File: src/rtl/arith_pkg.sv
// Shared definitions for the arithmetic processor's iterative units
// (shift-add multiplier and restoring divider).
package arith_pkg;

    // Default operand width shared by the multiplier and the divider
    localparam int ARITH_WIDTH = 8;

    // Multiplier control states
    typedef enum logic [1:0] {
        IDLE = 2'd0,
        BUSY = 2'd1,
        DONE = 2'd2
    } mul_state_t;

endpackage : arith_pkg

File: src/rtl/seq_multiplier.sv
// Sequential unsigned shift-add multiplier.
// Each BUSY cycle retires one multiplier bit. The double-width product is
// registered on the last step and is flagged by a one-cycle done strobe.
module seq_multiplier
    import arith_pkg::*;
#(
    parameter int WIDTH = ARITH_WIDTH
) (
    input  logic               clk,
    input  logic               reset,
    input  logic               start,
    input  logic [WIDTH-1:0]   multiplicand,
    input  logic [WIDTH-1:0]   multiplier,
    output logic [2*WIDTH-1:0] product,
    output logic               ready,
    output logic               done
);

    localparam int CW = $clog2(WIDTH + 1);

    mul_state_t       state;
    logic [WIDTH-1:0] mcand;
    logic [WIDTH:0]   acc;      // carry bit on top keeps the add exact
    logic [WIDTH-1:0] mplr;
    logic [CW-1:0]    count;

    logic [WIDTH:0]   sum;
    logic [2*WIDTH:0] shifted;

    // Add the multiplicand when the current multiplier LSB is set, then
    // shift the {acc, mplr} pair right by one as a single register.
    assign sum     = acc + {1'b0, (mplr[0] ? mcand : '0)};
    assign shifted = {sum, mplr} >> 1;

    // Control FSM and datapath with registered ready/done outputs
    always_ff @(posedge clk) begin
        if (reset) begin
            state   <= IDLE;
            product <= '0;
            mcand   <= '0;
            acc     <= '0;
            mplr    <= '0;
            count   <= '0;
            ready   <= 1'b1;
            done    <= 1'b0;
        end else begin
            case (state)
                IDLE: begin
                    if (start) begin
                        mcand <= multiplicand;
                        acc   <= '0;
                        mplr  <= multiplier;
                        count <= CW'(WIDTH);
                        ready <= 1'b0;
                        state <= BUSY;
                    end
                end
                BUSY: begin
                    acc   <= shifted[2*WIDTH:WIDTH];
                    mplr  <= shifted[WIDTH-1:0];
                    count <= count - CW'(1);
                    if (count == CW'(1)) begin
                        // The final step's result is captured directly so
                        // product is valid in the DONE cycle itself.
                        product <= shifted[2*WIDTH-1:0];
                        done    <= 1'b1;
                        state   <= DONE;
                    end
                end
                DONE: begin
                    done  <= 1'b0;
                    ready <= 1'b1;
                    state <= IDLE;
                end
                default: begin
                    done  <= 1'b0;
                    ready <= 1'b1;
                    state <= IDLE;
                end
            endcase
        end
    end

endmodule : seq_multiplier
File: config.mk
export PLATFORM = sky130hd
export DESIGN_NAME = seq_multiplier
export DESIGN_NICKNAME = d
export VERILOG_FILES = /design/src/rtl/arith_pkg.sv /design/src/rtl/seq_multiplier.sv
export SDC_FILE = /design/constraint.sdc
export NUM_CORES = 1
export LEC_CHECK = 0
export ABC_AREA = 1
export CORE_MARGIN = 1
export CORE_UTILIZATION = 43
export DETAILED_ROUTE_END_ITERATION = 7
export PLACE_DENSITY = 0.68
export SLEW_MARGIN = 20
export SYNTH_ARGS = -nofsm -noshare
export SYNTH_HDL_FRONTEND = slang
export SYNTH_SLANG_ARGS = --single-unit
export TNS_END_PERCENT = 30
File: constraint.sdc
create_clock -name clk -period 2.4 [get_ports clk]
set_clock_uncertainty 0.1 [all_clocks]
set_input_delay 0.24 -clock clk [delete_from_list [all_inputs] [get_ports clk]]
set_output_delay 0.24 -clock clk [all_outputs]
set_load 0.01 [all_outputs]
### Word-level counts from Yosys, hierarchy flattened

Cells that the tools add are included.

* word-level logic and storage cells: 38
* bits in registers: 49
* input bits: 19

* multiplexer cells: 14
* $add $sub $neg: 2
* bitwise gates (word level): 2
* equality and inequality tests: 4
* reduce and logical (&&, ||, !) cells: 8

Operators by type and width (number)
* $pmux W9 S2: 1
* $mux W8: 2
* $pmux W8 S2: 1
* $reduce_and A2 Y1: 6
* $add A9 B8 Y9: 1
* $mux W9: 1
* $pmux W4 S2: 1
* $eq A4 B1 Y1 const B: 1
* $mux W2: 2
* $mux W4: 1
* $ne A2 B2 Y1 const B: 2
* $pmux W1 S2: 2
* $pmux W2 S2: 1
* $sub A4 B1 Y4 const B: 1
* $eq A2 B1 Y1 const B: 1
* $logic_not A2 Y1: 1
* $mux W1: 2
* $not A1 Y1: 2
* $reduce_bool A2 Y1: 1

### Logic depth before layout (Yosys ltp)

Gate-level depths: netlist (run 1).

* depth in word-level cells: 3
* gate-level depth with buffers: 13

### Least setup slack after synthesis (run 1)

Ideal clock, no wire load.

* kind: register -> register
* start point: register mplr[0]
* end point: register product[15]
* clock period less this slack: 1902 ps
* setup slack: 498 ps
* cell stages (with the launch flop): 14
* data arrival time: 1686 ps
* required time: 2185 ps
* cell sequence: dfxtp_1 > clkbuf_1 > nand2_1 > inv_1 > ha_1 > fa_1 > nand2_1 > nand2_1 > nand3_1 > nand2_1 > nand2_1 > nand2_1 > o21ai_0 > inv_1

* longest elaborated chain between the ends: 2

Ends and longest elaborated chain
* start, declared: RTL line seq_multiplier.sv:24 `logic [WIDTH-1:0] mplr;`
* start signal, assigned: RTL line seq_multiplier.sv:52 `mplr <= multiplier;`
* start signal, assigned: RTL line seq_multiplier.sv:60 `mplr <= shifted[WIDTH-1:0];`
* $mux W8: RTL line seq_multiplier.sv:32 `assign sum = acc + {1'b0, (mplr[0] ? mcand : '0)};`
* $add A9 B8 Y9: RTL line seq_multiplier.sv:32
* end signal, assigned: RTL line seq_multiplier.sv:65 `product <= shifted[2*WIDTH-1:0];`
* end, declared: RTL line seq_multiplier.sv:14 `output logic [2*WIDTH-1:0] product,`

Every way passes these cells.
A chain may end at the register's enable or synchronous reset.

### Worst setup path in the final report (run 1)

Ends and elaborated chain as after synthesis.

==> results of run 1 <==
[sequential cells by signal, indices dropped and copies added, names as in the netlist]
name / count
count: 4
mplr: 8
acc: 8
mcand: 8
product: 16
ready: 1
state: 2
done: 1
[power groups by stage]
stage	clock (uW)	sequential [uW]	combinational, uW
CTS	479	860	204
finish	465	859	202
global route	503	865	226
floorplan	0	874	151
global placement	0	877	202
detailed placement	0	878	203
[cells by family (layout without fill, tap and decap cells)]
family                   count (synthesis)  after routing
buffers and inverters                   49             80
AO/OA/AOI/OAI                           56             56
adder cells (fa/ha/maj)                 11             11
XOR/XNOR                                 1              1
AND/OR/NAND/NOR                        146            146
flip-flops                              48             48
[worst min-delay path: cells and delay by family, from the launching register on]
| kind | cells | cell delay (ps) |
|---|---|---|
| compound gates | 1 | 50 |
| simple gates | 1 | 60 |
| flops | 1 | 320 |
[layer usage]
layer,GRT usage [%],up-vias,share of wire [%]
met3,4.82,4,3.8
met2,27.2,38,46
met5,0,-,0
met1,23.9,903,49
li1,-,1047,-
met4,6.92,0,0.89
[worst paths after layout]
path                       to  slack (ps)  cells past startpoint
setup / recovery  product[15]         460                     12
hold reg to reg    product[2]         370                      2
setup reg to reg  product[15]         460                     12
hold / removal     product[2]         370                      2
[final cells by class]
class | count | area (um^2)
clock buffers | 5 | 68.8
clock inverters | 2 | 12.5
fillers | 528 | 2390
inverters | 36 | 143
multi-input cells | 214 | 1080
flip-flops and latches | 48 | 961
well taps | 70 | 87.6
repair buffers | 37 | 368
[synth_stat cells (3+ instances only)]
cell type | count | area [um^2]
o21ai_0 | 15 | 75.1
inv_4 | 3 | 18.8
clkbuf_1 | 5 | 18.8
a22oi_1 | 4 | 30.0
dfxtp_1 | 48 | 961
a31oi_1 | 5 | 31.3
buf_8 | 4 | 60.1
nand3_1 | 12 | 60.1
inv_1 | 33 | 124
ha_1 | 10 | 125
a21oi_1 | 28 | 140
nor2_1 | 26 | 97.6
nand2_1 | 97 | 364
[per-stage QoR]
| step | cell area [um^2] | cells | hold WS, ps | util (%) | total power, uW |
|---|---|---|---|---|---|
| 6_report | 2720 | 412 | 369 | 53.2 | 1530 |
| 4_1_cts | 2720 | 412 | 371 | 53.2 | 1540 |
| 3_3_place_gp | 2640 | 405 | 351 | 51.6 | 1080 |
| 3_5_place_dp | 2640 | 405 | 357 | 51.6 | 1080 |
| 5_1_grt | 2720 | 412 | 379 | 53.2 | 1590 |
| 2_1_floorplan | 2290 | 311 | 300 | - | 1030 |
==> results.yml, run 1 <==
routing:
  route.antenna.remaining_nets: 0
  wl_um: 4710
  first_pass_iters: 4
  vias: 1992
  wl_per_cell_um: 11.4
  drt-initial-drc-count: 83
  drcViolationCount: 0
  viasPerCell: 4.83
sta:
  finalCritPeriodShare_pct: 80.9
  hold_viol: 0
  rsz0062_at_grt: "no"
  tns_ps: 0
  min_period_ps: 1940
  max_freq_ghz: 0.515
  setup_ws_ps: 458
  max_slew.worst_pin.slew_ps: 453
  finalSetupViolations: 0
  timing.slew.headroom_pct: 69.7
  drv_slew: 0
clock_network:
  cts.path.max_buffers: 2
  clock_sinks: 48
  clkLatencyLatePin_ps: 300
  hold_buffers: 0
  cts_resized: 0
  cts_tree: "built"
  cts_inserted_buffers: 5
  cts-root-buf: "clkbuf_8"
  clk_pin_slew_ps: 90
  htree_levels: 2
  postCtsSetupRepairBufs: 0
synth:
  avgSynthCellArea_um2: 7.37
  yosys_most_used_dff: "dfxtp_1"
  syn_nets: 341
  synth_warnings: 0
  synth_cells: 311
  synth_xor_area_share_pct: 0.382
  synthAdderAreaFrac_pct: 6.33
  synth_cell_types: 29
  async_reset_ff_share_pct: 0
  synth_compound_area_share_pct: 13.4
  synth-edff-count: 0
  synthesis.area_um2: 2290
  seq_area_frac_synth_pct: 41.9
  synth-simple-area-share_pct: 26.8
  synthMuxAreaShare_pct: 0
  ys_seq_elements: 48
  synth_top_family_by_area: "simple AND/OR/NAND/NOR gates"
global_route:
  antenna_found_initial: 0
  grt_pass1_wl_um: 7400
  grt_max_degree: 32
  grt_pass1_vias: 1663
  track_usage_pct: 17.8
  grt_remaining_overflow: 0
critical_path:
  critPathArrivalTime_ps: 2050
  cp-start-kind: "flip-flop"
  worstSetupPathType: "flip-flop to flip-flop"
  endpoint_kind: "flip-flop"
  cp_common_cell: "nand2_1"
  path_cells: "nand2_1, inv_1, ha_1, fa_1, nand2_1, nand2_1, nand3_1, nand2_1, nand2_1, nand2_1, o21ai_0, inv_1"
  timing.critical_path.from: "mplr[0]"
  worstPathRequired_ps: 2510
  r2r-start: "mplr[0]"
  max_stage_delay_ps: 400
  slowest_stage: "fa_1"
  crit_family: "adder cells"
  path_max_fanout: 9
  crit_buf_inv: 2
power_and_ir_drop:
  intPower_uw: 1120
  switching_share_pct: 26.9
  seq_power_share_pct: 56.3
  p_per_area_nw_per_um2: 562
  clkPwrFrac_pct: 30.5
  p_switching_uw: 411
  ir_worst_vdd_mv: 0.442
  combPwrFrac_pct: 13.2
  leakage_uw: 0.00123
cells_and_area:
  diodes: 0
  layout_commonest_cell: "nand2_1"
  synthToLayoutAreaGrowth_pct: 18.4
  layout_common_cells: "nand2_1 (97), dfxtp_1 (48), clkdlybuf4s50_1 (36)"
  finalNetCount: 372
  drive_above_1_share_pct: 5.56
floorplan:
  coreArea_um2: 5110
  die_x_um: 75.0
  die_h_um: 75.0
  dieArea_um2: 5630
  start_util_pct: 44.9
  num_rows: 26
  io_pins: 37
flow_run:
  maxCapViolations: 0
status:
  run_status: "completed"
placement:
  io_buffers: 36
  gp_congestion: 0.863
  hpwl_um: 3270
  place_ws_ps: 467
worst_hold_path:
  min-delay-start: "product[2]"
  hp-class: "flip-flop to flip-flop"
Note: power is estimated with default switching activity, not from simulation.
==> run 2: changes to the inputs <==
==> constraint.sdc (replaced) <==
create_clock -name clk -period 1.8 [get_ports clk]
set_clock_uncertainty 0.1 [all_clocks]
set_input_delay 0.18 -clock clk [delete_from_list [all_inputs] [get_ports clk]]
set_output_delay 0.18 -clock clk [all_outputs]
set_load 0.01 [all_outputs]
==> run 2 against run 1 <==
Effect of this change: global-route usage is 1.3 points higher; critical path type unchanged; core utilization is 4.3 points higher; sequential share of layout area is 2.5 points lower; worst setup slack worse by 410 ps; cell area is 8.1% higher.
==> results.yml, run 2 (synthesized netlist as in run 1, its figures left out) <==
critical_path:
  cp_common_cell: "nand2_2"
  worstPathRequired_ps: 1900
  reg2reg_depth: 12
  critPathCapture: "product[15]"
  path_max_fanout: 5
  max_stage_delay_ps: 370
  endpoint_kind: "flip-flop"
  r2r-end: "product[15]"
  slowest_stage: "dfxtp_4"
  path_cells: "nand2_2, inv_2, ha_4, fa_2, nand2_2, nand2_2, nand3_2, nand2_2, nand2_2, nand2_2, o21ai_1, inv_1"
  r2r-start: "mplr[0]"
  crit_buf_inv: 2
  worstSetupPathType: "flip-flop to flip-flop"
  cp.depth: 12
  critPathArrivalTime_ps: 1860
  crit_family: "adder cells"
  r2r_slack_ps: 40
  cp-start-kind: "flip-flop"
  timing.critical_path.from: "mplr[0]"
global_route:
  grt_max_degree: 32
  grt_pass1_vias: 1825
  grt_remaining_overflow: 0
  track_usage_pct: 19.1
  grt_pass1_wl_um: 8080
  antenna_found_initial: 0
sta:
  rsz0062_at_grt: "yes"
  max_slew.worst_pin.slew_ps: 491
  drv_slew: 0
  timing.slew.headroom_pct: 67.2
  tns_ps: 0
  hold_viol: 0
  setup_ws_ps: 44.8
  hold_ws_ps: 354
  min_period_ps: 1760
  finalCritPeriodShare_pct: 97.5
  finalSetupViolations: 0
  max_freq_ghz: 0.570
placement:
  place_ws_ps: 32.7
  gp_congestion: 0.859
  hpwl_um: 3320
  io_buffers: 36
floorplan:
  die_x_um: 75.0
  io_pins: 37
  coreArea_um2: 5110
  start_util_pct: 44.9
  num_rows: 26
  dieArea_um2: 5630
  die_h_um: 75.0
cells_and_area:
  diodes: 0
  layout_common_cells: "nand2_1 (86), dfxtp_1 (47), clkdlybuf4s50_1 (36)"
  multi_input_area_um2: 1180
  top_register: "product"
  n_fill_cell: 503
  seq_area_um2: 965
  final_core_util_pct: 57.5
  layout_commonest_cell: "nand2_1"
  synthToLayoutAreaGrowth_pct: 28.0
  finalNetCount: 379
  drive_above_1_share_pct: 15.1
  largest_reg_flops: 16
routing:
  first_pass_iters: 5
  wl_per_cell_um: 11.6
  drt-initial-drc-count: 125
  wl_um: 4890
  viasPerCell: 4.85
  vias: 2035
  route.antenna.remaining_nets: 0
  drcViolationCount: 0
clock_network:
  cts_tree: "built"
  clkLatencyLatePin_ps: 300
  htree_levels: 2
  cts_inserted_buffers: 5
  clk_pin_slew_ps: 90
  hold_buffers: 0
  clock_sinks: 48
  cts-root-buf: "clkbuf_8"
  cts.path.max_buffers: 2
status:
  run_status: "completed"
worst_hold_path:
  hp-class: "input pin to flip-flop"
power_and_ir_drop:
  p_per_area_nw_per_um2: 779
  leakage_uw: 0.00127
  ir_worst_vdd_mv: 0.469
flow_run:
  maxCapViolations: 0
==> run 2: final cells by class <==
class | instances | share of cell area [%]
repair buffers | 44 | 14.9
clock buffers | 7 | 3.28
multi-input cells | 214 | 40.1
well taps | 70 | 2.98
inverters | 36 | 4.86
flip-flops and latches | 48 | 32.9
clock inverters | 1 | 1.02
==> run 2: per-stage QoR <==
stage	instance area, um^2	power, uW	cells
after global placement	2690	1450	410
final	2940	2290	420
after detailed placement	2690	1460	410
after floorplan	2300	1370	311
after global routing	2940	2400	420
after CTS	2820	2300	418
==> run 2: worst min-delay path by stage <==
stage / depth (start not counted) / slack, ps / end / from
finish: 3 / 350 / mplr[3] / multiplier[3]
floorplan: 2 / 240 / mcand[0] / multiplicand[0]
detailed placement: 2 / 360 / product[1] / product[1]
global route: 3 / 370 / mplr[3] / multiplier[3]
global placement: 2 / 350 / product[8] / product[8]
CTS: 3 / 350 / mplr[3] / multiplier[3]
==> run 2: worst reg2reg max path: stages, from the launching register on <==
cell	delay (ps)
dfxtp_4	370
nand2_2	60
inv_2	40
ha_4	150
fa_2	350
nand2_2	70
nand2_2	70
nand3_2	80
nand2_2	70
nand2_2	80
nand2_2	50
o21ai_1	120
inv_1	40
==> run 2: layer usage <==
layer	up-vias	global-route usage (%)	wire length (um)
li1	1058	-	-
met1	912	25.5	2430
met2	58	30.6	2170
met3	7	4.55	226
met4	0	5.66	63
met5	-	0	0
==> run 2: timing repair <==
| action | CTS | global route |
|---|---|---|
| setup endpoints to repair | 0 | 10 |
| buffers inserted | 0 | 2 |
| resized for setup | 0 | 28 |
==> run 2: power by group <==
group	internal, uW	total, uW	switching [uW]	leakage [uW]
combinational	131	298	167	0.000813
clock	490	841	351	0.0000645
sequential	1110	1150	34.8	0.000392
total	1730	2290	553	0.00127
==> run 3: changes to the inputs <==
--- a/config.mk
+++ b/config.mk
@@ -9,6 +9,7 @@
 export CORE_MARGIN = 1
 export CORE_UTILIZATION = 43
 export DETAILED_ROUTE_END_ITERATION = 7
+export GPL_TIMING_DRIVEN = 0
 export PLACE_DENSITY = 0.68
 export SLEW_MARGIN = 20
 export SYNTH_ARGS = -nofsm -noshare
==> constraint.sdc (replaced) <==
create_clock -name clk -period 2.2 [get_ports clk]
set_clock_uncertainty 0.1 [all_clocks]
set_input_delay 0.22 -clock clk [delete_from_list [all_inputs] [get_ports clk]]
set_output_delay 0.22 -clock clk [all_outputs]
set_load 0.01 [all_outputs]
==> run 3 against run 2 <==
Effect of this change: cell count up 0.95%; cell area down 3.4%; core utilization down 2.0 points; count of clock-buffer cells in the layout down 1; worst hold slack better by 11 ps; flip-flop and latch count unchanged; worst setup slack better by 160 ps; sequential share of layout area up 1.1 points; non-clock buffer count up 4; routed wire length up 0.78%; global-route usage up 1.0 points; clock power down 33%; critical endpoint unchanged.
==> results.yml, run 3 (synthesized netlist as in run 1, its figures left out) <==
status:
  run_status: "completed"
critical_path:
  crit_family: "adder cells"
  crit_buf_inv: 2
  cp-start-kind: "flip-flop"
  slowest_stage: "fa_1"
  max_stage_delay_ps: 400
  critPathArrivalTime_ps: 2100
  cp_common_cell: "nand2_1"
  worstPathRequired_ps: 2310
  endpoint_kind: "flip-flop"
  worstSetupPathType: "flip-flop to flip-flop"
  path_max_fanout: 9
  path_cells: "nand2_1, inv_1, ha_1, fa_1, nand2_1, nand2_1, nand3_1, nand2_1, nand2_1, nand2_1, o21ai_0, inv_1"
cells_and_area:
  synthToLayoutAreaGrowth_pct: 23.6
  drive_above_1_share_pct: 7.91
  largest_reg_flops: 16
  layout_common_cells: "nand2_1 (97), dfxtp_1 (47), clkdlybuf4s50_1 (36)"
  diodes: 0
  layout_commonest_cell: "nand2_1"
  finalNetCount: 383
  final_cells: 424
  top_register: "product"
sta:
  min_period_ps: 1990
  hold_ws_ps: 365
  max_slew.worst_pin.slew_ps: 551
  finalCritPeriodShare_pct: 90.5
  tns_ps: 0
  max_freq_ghz: 0.502
  finalSetupViolations: 0
  rsz0062_at_grt: "no"
  drv_slew: 0
  hold_viol: 0
  timing.slew.headroom_pct: 63.3
  setup_ws_ps: 208
placement:
  dp_cells: 417
  place_ws_ps: 43.5
  hpwl_um: 3640
  io_buffers: 36
  gp_congestion: 0.832
power_and_ir_drop:
  leakage_uw: 0.00129
  intPower_uw: 1280
  finalPower_uw: 1750
  ir_worst_vdd_mv: 0.358
  p_switching_uw: 471
  clkPwrFrac_pct: 32.0
  switching_share_pct: 26.9
  seq_power_share_pct: 53.5
  combPwrFrac_pct: 14.5
  p_per_area_nw_per_um2: 619
global_route:
  track_usage_pct: 20.1
  grt_max_degree: 16
  grt_pass1_wl_um: 8400
  grt_pass1_vias: 1788
  grt_remaining_overflow: 0
  antenna_found_initial: 0
clock_network:
  htree_levels: 2
  cts_inserted_buffers: 5
  clkLatencyLatePin_ps: 300
  clock_sinks: 48
  clk_pin_slew_ps: 90
  cts.path.max_buffers: 2
  cts-root-buf: "clkbuf_8"
  cts_tree: "built"
  postCtsSetupRepairBufs: 0
routing:
  routed.top_layer: "met4"
  viasPerCell: 4.71
  wl_met2_um: 2210
  route.antenna.remaining_nets: 0
  wl_met1_um: 2400
  drt-initial-drc-count: 113
  drcViolationCount: 0
  vias: 1999
  wl_per_cell_um: 11.6
  dr_wl_met3_um: 247
  first_pass_iters: 4
  wl_um: 4930
floorplan:
  start_util_pct: 44.9
  num_rows: 26
  die_h_um: 75.0
  dieArea_um2: 5630
  coreArea_um2: 5110
  die_x_um: 75.0
  io_pins: 37
flow_run:
  maxCapViolations: 0
worst_hold_path:
  hp-class: "flip-flop to flip-flop"
-- run 3: stage by stage --
stage / cell area [um^2] / util (%)
2_1_floorplan: 2290 / -
3_3_place_gp: 2740 / 53.7
3_5_place_dp: 2740 / 53.7
4_1_cts: 2840 / 55.6
5_1_grt: 2840 / 55.5
6_report: 2840 / 55.5
-- run 3: what timing repair did --
action / 4_1_cts / 5_1_grt
setup endpoints to repair: 0 / 5
hold buffers: 0 / 0
gates resized for setup: 0 / 1
-- run 3: path summary, 6_finish.rpt --
kind                   start           to  slack (ps)  depth (start not counted)
setup / recovery     mplr[0]  product[15]         210                         12
setup reg to reg     mplr[0]  product[15]         210                         12
hold / removal    product[7]   product[7]         370                          2
hold reg to reg   product[7]   product[7]         370                          2
-- run 3: area by class of cell --
cell class | count | area, um^2
multi-input cells | 214 | 1080
plain buffers | 12 | 110
clock buffers | 6 | 82.6
repair buffers | 36 | 360
inverters | 36 | 143
well taps | 70 | 87.6
fillers | 498 | 2270
clock inverters | 2 | 13.8
flip-flops and latches | 48 | 962
-- run 3: power groups by stage --
stage	Sequential, uW	Clock (uW)	Combinational (uW)
final	939	561	254
after CTS	935	580	261
after floorplan	954	0	165
after detailed placement	956	0	259
after global routing	945	614	285
after global placement	954	0	257
-- run 3: routing by layer --
layer	track usage [%]	vias to the layer above
li1	-	1065
met1	26.8	883
met2	32.1	45
met3	4.42	6
met4	6.92	0
met5	0	-
-- run 3: worst min-delay path: stages (launching register included) --
cell and delay [ps]:
dfxtp_1 320, nand2_1 60, a21oi_1 50
